==> config.mk <==
export PLATFORM = sky130hd
export DESIGN_NAME = spi_master_param
export DESIGN_NICKNAME = d
export VERILOG_FILES = /design/src/rtl/spi_pkg.sv /design/src/rtl/spi_clk_gen.sv /design/src/rtl/spi_master_param.sv
export SDC_FILE = /design/constraint.sdc
export NUM_CORES = 1
export LEC_CHECK = 0
export CORE_UTILIZATION = 52
export CTS_CLUSTER_SIZE = 28
export DETAILED_ROUTE_END_ITERATION = 7
export GPL_TIMING_DRIVEN = 0
export HOLD_SLACK_MARGIN = 0.06
export PLACE_DENSITY = 0.77
export SYNTH_ARGS = -nofsm -noshare
export SYNTH_HDL_FRONTEND = slang
export SYNTH_SLANG_ARGS = --single-unit
==> constraint.sdc <==
create_clock -name clk -period 6 [get_ports clk]
set_input_delay 1.2 -clock clk [delete_from_list [all_inputs] [get_ports clk]]
set_output_delay 1.2 -clock clk [all_outputs]
set_load 0.01 [all_outputs]
==> src/rtl/spi_pkg.sv <==
// rtl/spi_pkg.sv - shared types and mode constants for the SPI master
package spi_pkg;

    typedef enum logic [1:0] {
        IDLE  = 2'd0,
        SETUP = 2'd1,
        XFER  = 2'd2,
        HOLD  = 2'd3
    } spi_state_t;

    typedef struct packed {
        logic cpol;
        logic cpha;
    } spi_mode_t;

    localparam spi_mode_t SPI_MODE0 = '{cpol: 1'b0, cpha: 1'b0};
    localparam spi_mode_t SPI_MODE1 = '{cpol: 1'b0, cpha: 1'b1};
    localparam spi_mode_t SPI_MODE2 = '{cpol: 1'b1, cpha: 1'b0};
    localparam spi_mode_t SPI_MODE3 = '{cpol: 1'b1, cpha: 1'b1};

endpackage

==> src/rtl/spi_clk_gen.sv <==
// rtl/spi_clk_gen.sv - SCLK half-period divider with leading/trailing edge strobes
module spi_clk_gen #(
    parameter int DATA_W  = 8,
    parameter int CLK_DIV = 25
) (
    input  logic clk,
    input  logic rst,
    input  logic load_i,
    input  logic cpol_i,
    input  logic en_i,
    output logic sclk_o,
    output logic lead_edge_o,
    output logic trail_edge_o,
    output logic last_edge_o
);

    localparam int HP_W   = (CLK_DIV > 1) ? $clog2(CLK_DIV) : 1;
    localparam int EDGE_W = $clog2(2 * DATA_W + 1);
    localparam logic [HP_W-1:0]   HP_LAST   = HP_W'(CLK_DIV - 1);
    localparam logic [EDGE_W-1:0] EDGE_LAST = EDGE_W'(2 * DATA_W - 1);

    logic [HP_W-1:0]   hp_cnt_q, hp_cnt_d;
    logic [EDGE_W-1:0] edge_cnt_q, edge_cnt_d;
    logic              sclk_q, sclk_d;
    logic              tc;

    // A toggle happens when the half-period counter reaches its terminal count.
    // Toggle number edge_cnt_q+1 is odd (leading) when edge_cnt_q is even.
    assign tc           = en_i && (hp_cnt_q == HP_LAST);
    assign lead_edge_o  = tc && !edge_cnt_q[0];
    assign trail_edge_o = tc && edge_cnt_q[0];
    assign last_edge_o  = tc && (edge_cnt_q == EDGE_LAST);
    assign sclk_o       = sclk_q;

    // Next-state: load idle level at transfer start, otherwise count and toggle in XFER
    always_comb begin
        hp_cnt_d   = hp_cnt_q;
        edge_cnt_d = edge_cnt_q;
        sclk_d     = sclk_q;
        if (load_i) begin
            hp_cnt_d   = '0;
            edge_cnt_d = '0;
            sclk_d     = cpol_i;
        end else if (en_i) begin
            if (tc) begin
                hp_cnt_d   = '0;
                edge_cnt_d = edge_cnt_q + 1'b1;
                sclk_d     = ~sclk_q;
            end else begin
                hp_cnt_d = hp_cnt_q + 1'b1;
            end
        end
    end

    // Counter and SCLK registers
    always_ff @(posedge clk or posedge rst) begin
        if (rst) begin
            hp_cnt_q   <= '0;
            edge_cnt_q <= '0;
            sclk_q     <= 1'b0;
        end else begin
            hp_cnt_q   <= hp_cnt_d;
            edge_cnt_q <= edge_cnt_d;
            sclk_q     <= sclk_d;
        end
    end

endmodule

==> src/rtl/spi_master_param.sv <==
// rtl/spi_master_param.sv - full-duplex SPI master, per-transfer mode, parametrised width/divider/bit order
module spi_master_param #(
    parameter int DATA_W    = 8,
    parameter int CLK_DIV   = 25,
    parameter int MSB_FIRST = 1
) (
    input  logic              clk,
    input  logic              rst,
    input  logic              start,
    input  logic              cpol,
    input  logic              cpha,
    input  logic [DATA_W-1:0] tx_data,
    output logic              busy,
    output logic              done,
    output logic [DATA_W-1:0] rx_data,
    output logic              SCLK,
    output logic              MOSI,
    input  logic              MISO,
    output logic              CS
);

    import spi_pkg::*;

    if (CLK_DIV < 1 || DATA_W < 2) begin : g_param_check
        $error("spi_master_param: CLK_DIV must be >= 1 and DATA_W >= 2");
    end

    localparam int CNT_W = (CLK_DIV > 1) ? $clog2(CLK_DIV) : 1;
    localparam logic [CNT_W-1:0] CNT_LAST = CNT_W'(CLK_DIV - 1);

    spi_state_t        state_q, state_d;
    spi_mode_t         mode_q, mode_d;
    logic [DATA_W-1:0] tx_sh_q, tx_sh_d;
    logic [DATA_W-1:0] rx_sh_q, rx_sh_d;
    logic [DATA_W-1:0] rx_data_q, rx_data_d;
    logic [CNT_W-1:0]  ph_cnt_q, ph_cnt_d;
    logic              mosi_q, mosi_d;
    logic              cs_q, cs_d;
    logic              busy_q, busy_d;
    logic              done_q, done_d;

    logic              gen_load, gen_en;
    logic              lead_edge, trail_edge, last_edge;

    function automatic logic first_bit(input logic [DATA_W-1:0] w);
        return (MSB_FIRST != 0) ? w[DATA_W-1] : w[0];
    endfunction

    function automatic logic [DATA_W-1:0] shift_out(input logic [DATA_W-1:0] w);
        return (MSB_FIRST != 0) ? {w[DATA_W-2:0], 1'b0} : {1'b0, w[DATA_W-1:1]};
    endfunction

    function automatic logic [DATA_W-1:0] shift_in(input logic [DATA_W-1:0] w, input logic b);
        return (MSB_FIRST != 0) ? {w[DATA_W-2:0], b} : {b, w[DATA_W-1:1]};
    endfunction

    spi_clk_gen #(
        .DATA_W  (DATA_W),
        .CLK_DIV (CLK_DIV)
    ) u_clk_gen (
        .clk          (clk),
        .rst          (rst),
        .load_i       (gen_load),
        .cpol_i       (cpol),
        .en_i         (gen_en),
        .sclk_o       (SCLK),
        .lead_edge_o  (lead_edge),
        .trail_edge_o (trail_edge),
        .last_edge_o  (last_edge)
    );

    assign gen_load = (state_q == IDLE) && start;
    assign gen_en   = (state_q == XFER);

    // Next-state and output decode for the transfer sequencer
    always_comb begin
        state_d   = state_q;
        mode_d    = mode_q;
        tx_sh_d   = tx_sh_q;
        rx_sh_d   = rx_sh_q;
        rx_data_d = rx_data_q;
        ph_cnt_d  = ph_cnt_q;
        mosi_d    = mosi_q;
        cs_d      = cs_q;
        busy_d    = busy_q;
        done_d    = 1'b0;

        case (state_q)
            IDLE: begin
                cs_d = 1'b1;
                if (start) begin
                    mode_d   = '{cpol: cpol, cpha: cpha};
                    cs_d     = 1'b0;
                    busy_d   = 1'b1;
                    ph_cnt_d = '0;
                    state_d  = SETUP;
                    // cpha=0 needs the first bit valid before the first (sampling) edge
                    if (!cpha) begin
                        mosi_d  = first_bit(tx_data);
                        tx_sh_d = shift_out(tx_data);
                    end else begin
                        tx_sh_d = tx_data;
                    end
                end
            end

            SETUP: begin
                if (ph_cnt_q == CNT_LAST) begin
                    ph_cnt_d = '0;
                    state_d  = XFER;
                end else begin
                    ph_cnt_d = ph_cnt_q + 1'b1;
                end
            end

            XFER: begin
                if (lead_edge) begin
                    if (mode_q.cpha) begin
                        mosi_d  = first_bit(tx_sh_q);
                        tx_sh_d = shift_out(tx_sh_q);
                    end else begin
                        rx_sh_d = shift_in(rx_sh_q, MISO);
                    end
                end
                if (trail_edge) begin
                    if (mode_q.cpha) begin
                        rx_sh_d = shift_in(rx_sh_q, MISO);
                    end else if (!last_edge) begin
                        mosi_d  = first_bit(tx_sh_q);
                        tx_sh_d = shift_out(tx_sh_q);
                    end
                end
                if (last_edge) begin
                    ph_cnt_d = '0;
                    state_d  = HOLD;
                end
            end

            HOLD: begin
                if (ph_cnt_q == CNT_LAST) begin
                    ph_cnt_d  = '0;
                    cs_d      = 1'b1;
                    busy_d    = 1'b0;
                    done_d    = 1'b1;
                    rx_data_d = rx_sh_q;
                    state_d   = IDLE;
                end else begin
                    ph_cnt_d = ph_cnt_q + 1'b1;
                end
            end

            default: state_d = IDLE;
        endcase
    end

    // State and datapath registers
    always_ff @(posedge clk or posedge rst) begin
        if (rst) begin
            state_q   <= IDLE;
            mode_q    <= SPI_MODE0;
            tx_sh_q   <= '0;
            rx_sh_q   <= '0;
            rx_data_q <= '0;
            ph_cnt_q  <= '0;
            mosi_q    <= 1'b0;
            cs_q      <= 1'b1;
            busy_q    <= 1'b0;
            done_q    <= 1'b0;
        end else begin
            state_q   <= state_d;
            mode_q    <= mode_d;
            tx_sh_q   <= tx_sh_d;
            rx_sh_q   <= rx_sh_d;
            rx_data_q <= rx_data_d;
            ph_cnt_q  <= ph_cnt_d;
            mosi_q    <= mosi_d;
            cs_q      <= cs_d;
            busy_q    <= busy_d;
            done_q    <= done_d;
        end
    end

    assign busy    = busy_q;
    assign done    = done_q;
    assign rx_data = rx_data_q;
    assign MOSI    = mosi_q;
    assign CS      = cs_q;

endmodule

; Word level (Yosys, flattened, before mapping)
; Index checks and enable logic that the tools add are counted.
[word_totals]
elab_cells = 95
inputBits = 14
output_inout_bits = 13
reg_bits = 47
[op_classes]
n_addsub = 3
n_bitwise = 1
muxes = 46
n_reduce_logical = 21
n_eq_ne = 11
[ops]
columns = op, count
row1 = $mux W8, 11
row2 = $mux W5, 9
row3 = $mux W1, 16
row4 = $pmux W8 S2, 1
row5 = $add A5 B1 Y5 const B, 3
row6 = $pmux W5 S3, 1
row7 = $reduce_and A2 Y1, 6
row8 = $eq A5 B5 Y1 const B, 2
row9 = $ne A2 B2 Y1 const B, 5
row10 = $mux W2, 4
row11 = $pmux W2 S4, 1
row12 = $reduce_bool A2 Y1, 4
row13 = $pmux W1 S2, 3
row14 = $reduce_and A3 Y1, 2
row15 = $eq A5 B4 Y1 const B, 1
row16 = $logic_and A1 B1 Y1, 5
row17 = $eq A2 B2 Y1 const B, 2
row18 = $reduce_and A4 Y1, 1
row19 = $eq A2 B1 Y1 const B, 1
row20 = $logic_not A2 Y1, 1
row21 = $reduce_or A2 Y1, 1
row22 = $logic_not A1 Y1, 1
row23 = $not A1 Y1, 1

; Logic depth before layout (Yosys ltp)
; Gate-level depths: netlist of the first run.
[logic_depth]
depth_word = 8
ltp_mapped = 7
mapped_depth_nobuf = 7

; Modules after synthesis
; From an unflattened synthesis of the first run, not the netlist that was laid out.
[unflattened]
hier_cells = 227
area_unflattened_um2 = 2429.8
[by_module_without_submodules]
columns = module, seq_area_each_um2, cells_per_inst, instances, area_each_um2
row1 = spi_master_param, 902.1, 158, 1, 1767.9
row2 = spi_clk_gen, 275.3, 69, 1, 661.9

; Worst setup path before layout of the first run
; No wires, ideal clock.
[synth_timing]
kind = input to register
start = in start
end = reg tx_sh_q[1]
cell_stages = 5
path_slack_ns = 3.775
required_time_ns = 5.874
t_arrival_ns = 2.099
n_path_buf = 1
setup_time_ns = 0.126
path_cell_list = and2_1 -> clkbuf_1 -> a21oi_1 -> a21o_1 -> a221o_1
[synth_via]
elab_chain_cells = 2
[synth_rtl]
columns = element, line_no
row1 = from (decl), spi_master_param.sv:9  ; input logic start,
row2 = $ne A2 B2 Y1 (no source line), -
row3 = $reduce_and A2 Y1 (no source line), -
row4 = to (signal assigned), spi_master_param.sv:172  ; tx_sh_q <= tx_sh_d;
row5 = to (decl), spi_master_param.sv:33  ; logic [DATA_W-1:0] tx_sh_q, tx_sh_d;
; No other way between the ends.
; A chain may end at the register's enable or synchronous reset.

; Worst setup path in the final report of the first run
[layout_timing]
start = in start
end = reg tx_sh_q[4]
; Same word-level chain as after synthesis.

==> summary.txt, run 1 <==
Global routing
  • Number of antenna violations at the first check in global routing: 0
  • Largest net degree at the start of global routing: 41
  • Vias in the first global route: 1581
  • Grt total ovfl: 0
  • First-pass GRT wire length: 6930 µm
  • GRT Util Overall: 0.204

Logic synthesis
  • Fraction of registers with async set/reset: 1.00
  • Cell taking the most area after synthesis: dfrtp_1
  • Post-synth EDFFs: 0
  • Yosys reg bits: 47
  • Top post-synthesis cells by area: dfrtp_1 50%, mux2_2 8.3%, ha_1 5.4%, mux2i_1 4.8%, a221o_1 3.0%
  • Syn Nets: 233
  • Avg Inst Size Synth: 11.1 µm²
  • Post-synthesis instance total: 209
  • Sequential share of the synthesized area: 0.508
  • Main flop type after synthesis: dfrtp_1
  • Synth unique cells: 43
  • Synth top area share: 0.497
  • Synth Cell Area: 0.00232 mm²
  • Synthesis warning total: 0

Floorplanning
  • Initial Util: 0.559
  • Row Count: 23
  • Die extent in y: 68.7 µm
  • Area of the core: 0.00414 mm²
  • Die area: 0.00472 mm²
  • # IOs: 27
  • Chip width: 68.7 µm

Critical path
  • Worst endpoint required time: 6.19 ns
  • Slowest stage delay, CP: 0.53 ns
  • Buf+Inv Stages, Crit Path: 2
  • CP max FO: 8
  • Critical-path top delay cell: clkdlybuf4s50_1
  • Worst setup SP type: primary input
  • Crit end category: register
  • Crit Path Class: primary input to register
  • Crit-path leading delay family: buffers and inverters
  • Crit path cell chain: clkdlybuf4s50_1 > and2_1 > clkbuf_1 > a21oi_1 > a21o_1 > a221o_1
  • Arr. time, crit path: 2.84 ns

STA
  • Actual slew at the worst max-slew pin: 0.484 ns
  • Max Clock Freq: 0.377 GHz
  • Unrepaired setup endpoints after global routing: no
  • Minimum clock period: 2.65 ns
  • Max Slew Vio Count: 0
  • Max Clock Skew: 0.00833 ns
  • Min Hold Slack: 0.509 ns
  • Fin. Hold Viols: 0
  • Setup TNS: 0 ns
  • Rel. slew slack: 0.676
  • Setup Viol. Count Final: 0
  • Final period util: 0.442

Power and ir drop
  • Sequential share of power: 0.550
  • Power per Cell Area: 209 mW/mm²
  • Clock share of power: 0.412
  • Max VDD drop: 0.0953 mV
  • Sw frac: 0.214
  • Pleak: 0.00133 µW
  • P_int: 454 µW
  • Comb power frac: 0.038
  • Psw: 123 µW

Placement
  • Post-detail-place hpwl: 2940 µm
  • Routability-driven placement congestion ratio: 0.756
  • Port-buffer cells: 25

Outcome
  • Outcome: finished clean

Finish
  • Commonest non-fill, non-tap cells in the layout: 46 x dfrtp_1, 25 x clkdlybuf4s50_1, 18 x nor2_1
  • Fillers: 336
  • Util after Layout: 0.667
  • Ant. Diodes: 0
  • Nets@finish: 266
  • Share of cells above drive strength 1: 0.148
  • Commonest non-fill, non-tap cell in the layout: dfrtp_1
  • Area grow syn2layout: 19.3%

Detailed routing
  • DRC viols: 0
  • Via density: 5.62
  • Initial DRC count: 95
  • DR pass1 iterations: 4
  • DR WL/cell: 13.6 µm
  • Routed wire length: 4000 µm
  • Antenna Nets Post-Route: 0
  • Routed vias: 1648

Run
  • Max-cap viol count: 0

Clocking
  • Clock slew at reported path FFs: 0.09 ns
  • Num CTS Buffers: 5
  • Post-CTS sizing: 0
  • Clock Sinks: 47
  • Clock latency on the worst-skew pair: 0.31 ns
  • Post-CTS Setup Inserts: 0
  • Max clock buf depth: 2
  • Cts hold-fix bufs: 0
  • H-tree depth: 2
  • CTS tree: done
  • CTS root buf: clkbuf_8

Hold path
  • Worst Hold Class: register to register
## synthesized netlist by cell type, types with 4 or more instances
library cell  instances
a21oi_1               4
a221o_1               7
dfrtp_1              46
ha_1                 10
inv_1                11
mux2_2               17
mux2i_1              11
nand2_1              17
nand3_1               5
nor2_1               18
nor3_1                4
o21ai_0              13
xnor2_1               4
## registers in the layout, indices dropped and copies added, names as in the netlist, 2 cells and up
name,cells
u_clk_gen.edge_cnt_q,5
rx_sh_q,8
ph_cnt_q,5
rx_data,8
state_q,2
tx_sh_q,8
u_clk_gen.hp_cnt_q,5
## layout make-up
cell class / count / area (µm²) / area share
buffer: 4 / 17.5 / 0.00634
clock inverter: 3 / 46.3 / 0.0167
sequential: 47 / 1180 / 0.426
multi-input combinational: 147 / 1080 / 0.391
timing repair buffer: 26 / 270 / 0.0978
clock buffer: 5 / 68.8 / 0.0249
inverter: 11 / 41.3 / 0.0149
tap: 50 / 62.6 / 0.0226
## routing by layer
metal / track usage / share of wire
met2: 0.315 / 0.45
met4: 0.110 / 0.020
met5: 0 / 0
met3: 0.0477 / 0.041
met1: 0.263 / 0.49
## power groups by stage
| stage | clock, µW | combinational (µW) | sequential [µW] |
|---|---|---|---|
| floorplan | 0 | 9.59 | 323 |
| global placement | 0 | 20.4 | 323 |
| detailed placement | 0 | 22.8 | 323 |
| CTS | 243 | 22.9 | 317 |
| global route | 256 | 25.1 | 317 |
| finish | 238 | 22.1 | 317 |
## path summary, 6_finish.rpt
path / cells after the start / to / start / slack (ns)
max: 6 / tx_sh_q[4]$_DFFE_PP0P_ / start / 3.35
min: 1 / tx_sh_q[0]$_DFFE_PP0P_ / tx_sh_q[0]$_DFFE_PP0P_ / 0.51
max reg2reg: 7 / tx_sh_q[4]$_DFFE_PP0P_ / u_clk_gen.edge_cnt_q[0]$_DFFE_PP0P_ / 3.75
min reg2reg: 1 / tx_sh_q[0]$_DFFE_PP0P_ / tx_sh_q[0]$_DFFE_PP0P_ / 0.51
max in group asynchronous: 3 / tx_sh_q[1]$_DFFE_PP0P_ / rst / 4.42
min in group asynchronous: 2 / ph_cnt_q[0]$_DFFE_PP0P_ / rst / 1.13
## logic make-up (layout without fill, tap and decap cells)
group                      after synthesis  in the layout  synth area share
DFF                                     47             47             0.508
xor gates and xnor gates                 6              6            0.0227
AOI/OAI and AO/OA                       37             37             0.113
and+or+nand+nor                         65             65             0.140
adders and majority gates               10             10            0.0540
muxes                                   29             29             0.137
buffers and inverters                   15             49            0.0254
## stage by stage
step	area (µm²)	std cells	setup WS (ns)	total power (µW)
floorplan	2320	209	3.69	333
global placement	2630	284	2.77	344
detailed placement	2650	285	3.05	346
CTS	2760	293	3.37	583
global route	2760	293	3.31	599
finish	2760	293	3.35	577
Power figures use the tool's default switching activity.
==> run 2, diff against run 1 <==
--- a/config.mk
+++ b/config.mk
@@ -5,7 +5,7 @@
 export SDC_FILE = /design/constraint.sdc
 export NUM_CORES = 1
 export LEC_CHECK = 0
-export CORE_UTILIZATION = 52
+export CORE_UTILIZATION = 50
 export CTS_CLUSTER_SIZE = 28
 export DETAILED_ROUTE_END_ITERATION = 7
 export GPL_TIMING_DRIVEN = 0
==> constraint.sdc (replaced) <==
create_clock -name clk -period 2.37 [get_ports clk]
set_input_delay 0.474 -clock clk [delete_from_list [all_inputs] [get_ports clk]]
set_output_delay 0.474 -clock clk [all_outputs]
set_load 0.01 [all_outputs]
==> run 2 against run 1 <==
Against the previous run: critical path type is now register to register; cell count is 1.0% higher; worst setup slack worse by 3.2 ns; sequential cell count stayed put; utilization is 3.8 points lower; critical path depth is 1 higher; die area is 3.9% higher; design area is 0.45% higher; routed wire length is 8.0% higher.
==> summary.txt, run 2 (synthesis results as in run 1) <==
Outcome
  • Outcome: finished clean

Critical path
  • Arr. time, crit path: 2.44 ns
  • Crit path depth: 7
  • Crit path cell chain: ha_1 > and3_1 > ha_1 > nor3b_1 > o211ai_1 > a21o_2 > a221o_1
  • Reg2reg end: tx_sh_q[2]$_DFFE_PP0P_
  • Worst setup SP type: register
  • Worst endpoint required time: 2.56 ns
  • Critical-path top delay cell: dfrtp_2
  • Buf+Inv Stages, Crit Path: 0
  • Slowest stage delay, CP: 0.46 ns
  • Reg-to-reg startpoint: u_clk_gen.edge_cnt_q[0]$_DFFE_PP0P_
  • Cell mode on critical path: ha_1
  • R2R Setup Slk: 0.12 ns
  • Crit path to: tx_sh_q[2]$_DFFE_PP0P_
  • Origin of the worst setup path: u_clk_gen.edge_cnt_q[0]$_DFFE_PP0P_
  • Crit Path Class: register to register
  • Crit end category: register
  • Worst r2r path cells: 7
  • Crit-path leading delay family: compound AO/OA/AOI/OAI gates
  • CP max FO: 8

Placement
  • Placed Area: 0.00265 mm²
  • Port-buffer cells: 25
  • Post-detail-place hpwl: 3050 µm
  • Routability-driven placement congestion ratio: 0.809

Global routing
  • Global routing usage on met2: 0.313
  • Grt total ovfl: 0
  • Gr busiest metal: met2
  • Met1 GRT Util: 0.260
  • First-pass GRT wire length: 7560 µm
  • Number of antenna violations at the first check in global routing: 0
  • Vias in the first global route: 1628
  • GRT Util Overall: 0.196
  • Largest net degree at the start of global routing: 42
  • GR Util met3: 0.0505

Power and ir drop
  • Pleak: 0.00133 µW
  • Power per Cell Area: 525 mW/mm²
  • Max VDD drop: 0.333 mV

STA
  • Setup TNS: 0 ns
  • Max Slew Vio Count: 0
  • Rel. slew slack: 0.690
  • Max Clock Freq: 0.444 GHz
  • Fin. Hold Viols: 0
  • Unrepaired setup endpoints after global routing: no
  • Max Clock Skew: 0.00721 ns
  • Minimum clock period: 2.25 ns
  • Setup Viol. Count Final: 0
  • Final period util: 0.949
  • Actual slew at the worst max-slew pin: 0.464 ns

Detailed routing
  • DR pass1 iterations: 4
  • Antenna Nets Post-Route: 0
  • Initial DRC count: 129
  • Routed vias: 1678
  • DR WL/cell: 14.6 µm
  • DRC viols: 0
  • Routed wire length: 4320 µm
  • Via density: 5.67

Floorplanning
  • Area of the core: 0.00441 mm²
  • Die area: 0.00491 mm²
  • # IOs: 27
  • Die extent in y: 70.1 µm
  • Initial Util: 0.525
  • Chip width: 70.1 µm
  • Row Count: 24

Clocking
  • Max clock buf depth: 2
  • Num CTS Buffers: 5
  • H-tree depth: 2
  • Clock Sinks: 47
  • Cts hold-fix bufs: 0
  • Clock latency on the worst-skew pair: 0.31 ns
  • CTS tree: done
  • CTS root buf: clkbuf_8
  • Clock slew at reported path FFs: 0.09 ns

Finish
  • Share of cells above drive strength 1: 0.160
  • Ant. Diodes: 0
  • Nets@finish: 267
  • Post-route design area: 0.00278 mm²
  • Area grow syn2layout: 19.9%
  • Commonest non-fill, non-tap cell in the layout: dfrtp_1
  • Util after Layout: 0.629
  • Commonest non-fill, non-tap cells in the layout: 45 x dfrtp_1, 25 x clkdlybuf4s50_1, 18 x nor2_1
  • Fillers: 360

Hold path
  • Worst Hold Class: primary input to async pin

Run
  • Max-cap viol count: 0
-- run 2: power by group --
| part | total, µW | internal, µW | switching (µW) | leakage (µW) |
|---|---|---|---|---|
| combinational | 55.1 | 28.3 | 26.8 | 0.000630 |
| sequential | 803 | 802 | 0.712 | 0.000645 |
| clock | 599 | 318 | 282 | 0.0000548 |
-- run 2: worst min path at each step --
| stage | endpoint | slack [ns] |
|---|---|---|
| after global placement | tx_sh_q[0]$_DFFE_PP0P_ | 0.48 |
| after CTS | rx_data[7]$_DFFE_PP0P_ | 0.38 |
| final | ph_cnt_q[4]$_DFFE_PP0P_ | 0.38 |
| after global routing | rx_data[7]$_DFFE_PP0P_ | 0.40 |
| after floorplan | tx_sh_q[0]$_DFFE_PP0P_ | 0.46 |
| after detailed placement | tx_sh_q[0]$_DFFE_PP0P_ | 0.49 |
-- run 2: worst reg2reg max path, cell delays in order (launching register included) --
cell	delay, ns
dfrtp_2	0.46
ha_1	0.23
and3_1	0.19
ha_1	0.21
nor3b_1	0.20
o211ai_1	0.19
a21o_2	0.30
a221o_1	0.37
-- run 2: per-layer routing --
layer  routed length [µm]  part of all wire  up-vias
met4                   48             0.011        0
met5                    0                 0        -
met3                  206             0.048        7
li1                     -                 -      809
met1                 1970              0.46      818
met2                 2090              0.49       44
-- run 2: cell type report --
| cell class | instances | area (µm²) | share of cell area |
|---|---|---|---|
| clock buffer | 5 | 68.8 | 0.0248 |
| buffer | 4 | 17.5 | 0.00631 |
| clock inverter | 3 | 46.3 | 0.0167 |
| sequential | 47 | 1180 | 0.425 |
| timing repair buffer | 27 | 278 | 0.100 |
| multi-input combinational | 147 | 1080 | 0.389 |
| tap | 52 | 65.1 | 0.0234 |
| inverter | 11 | 41.3 | 0.0149 |
-- run 2: timing repair --
| action | in CTS | in global routing |
|---|---|---|
| buffers inserted | 0 | 1 |
| resized for setup | 0 | 2 |
| endpoints found under the setup margin | 0 | 7 |
-- run 2: metrics by stage --
stage	power, µW	hold WS (ns)	setup WS [ns]	std cells
after floorplan	843	0.457	0.334	209
after global placement	871	0.480	-0.128	286
after detailed placement	875	0.485	0.0866	287
after CTS	1470	0.378	0.0694	295
after global routing	1510	0.398	0.000249	296
final	1460	0.375	0.120	296
==> run 3, diff against run 2 <==
--- a/config.mk
+++ b/config.mk
@@ -8,6 +8,7 @@
 export CORE_UTILIZATION = 50
 export CTS_CLUSTER_SIZE = 28
 export DETAILED_ROUTE_END_ITERATION = 7
+export GPL_ROUTABILITY_DRIVEN = 0
 export GPL_TIMING_DRIVEN = 0
 export HOLD_SLACK_MARGIN = 0.06
 export PLACE_DENSITY = 0.77
==> constraint.sdc (replaced) <==
create_clock -name clk -period 2.37 [get_ports clk]
set_input_delay 0.237 -clock clk [delete_from_list [all_inputs] [get_ports clk]]
set_output_delay 0.237 -clock clk [all_outputs]
set_load 0.01 [all_outputs]
==> results of run 3 <==
Same layout as run 2 (identical final DEF). Status: finished clean.
Among the figures that moved: hold slack 0.375 ns -> 0.138 ns
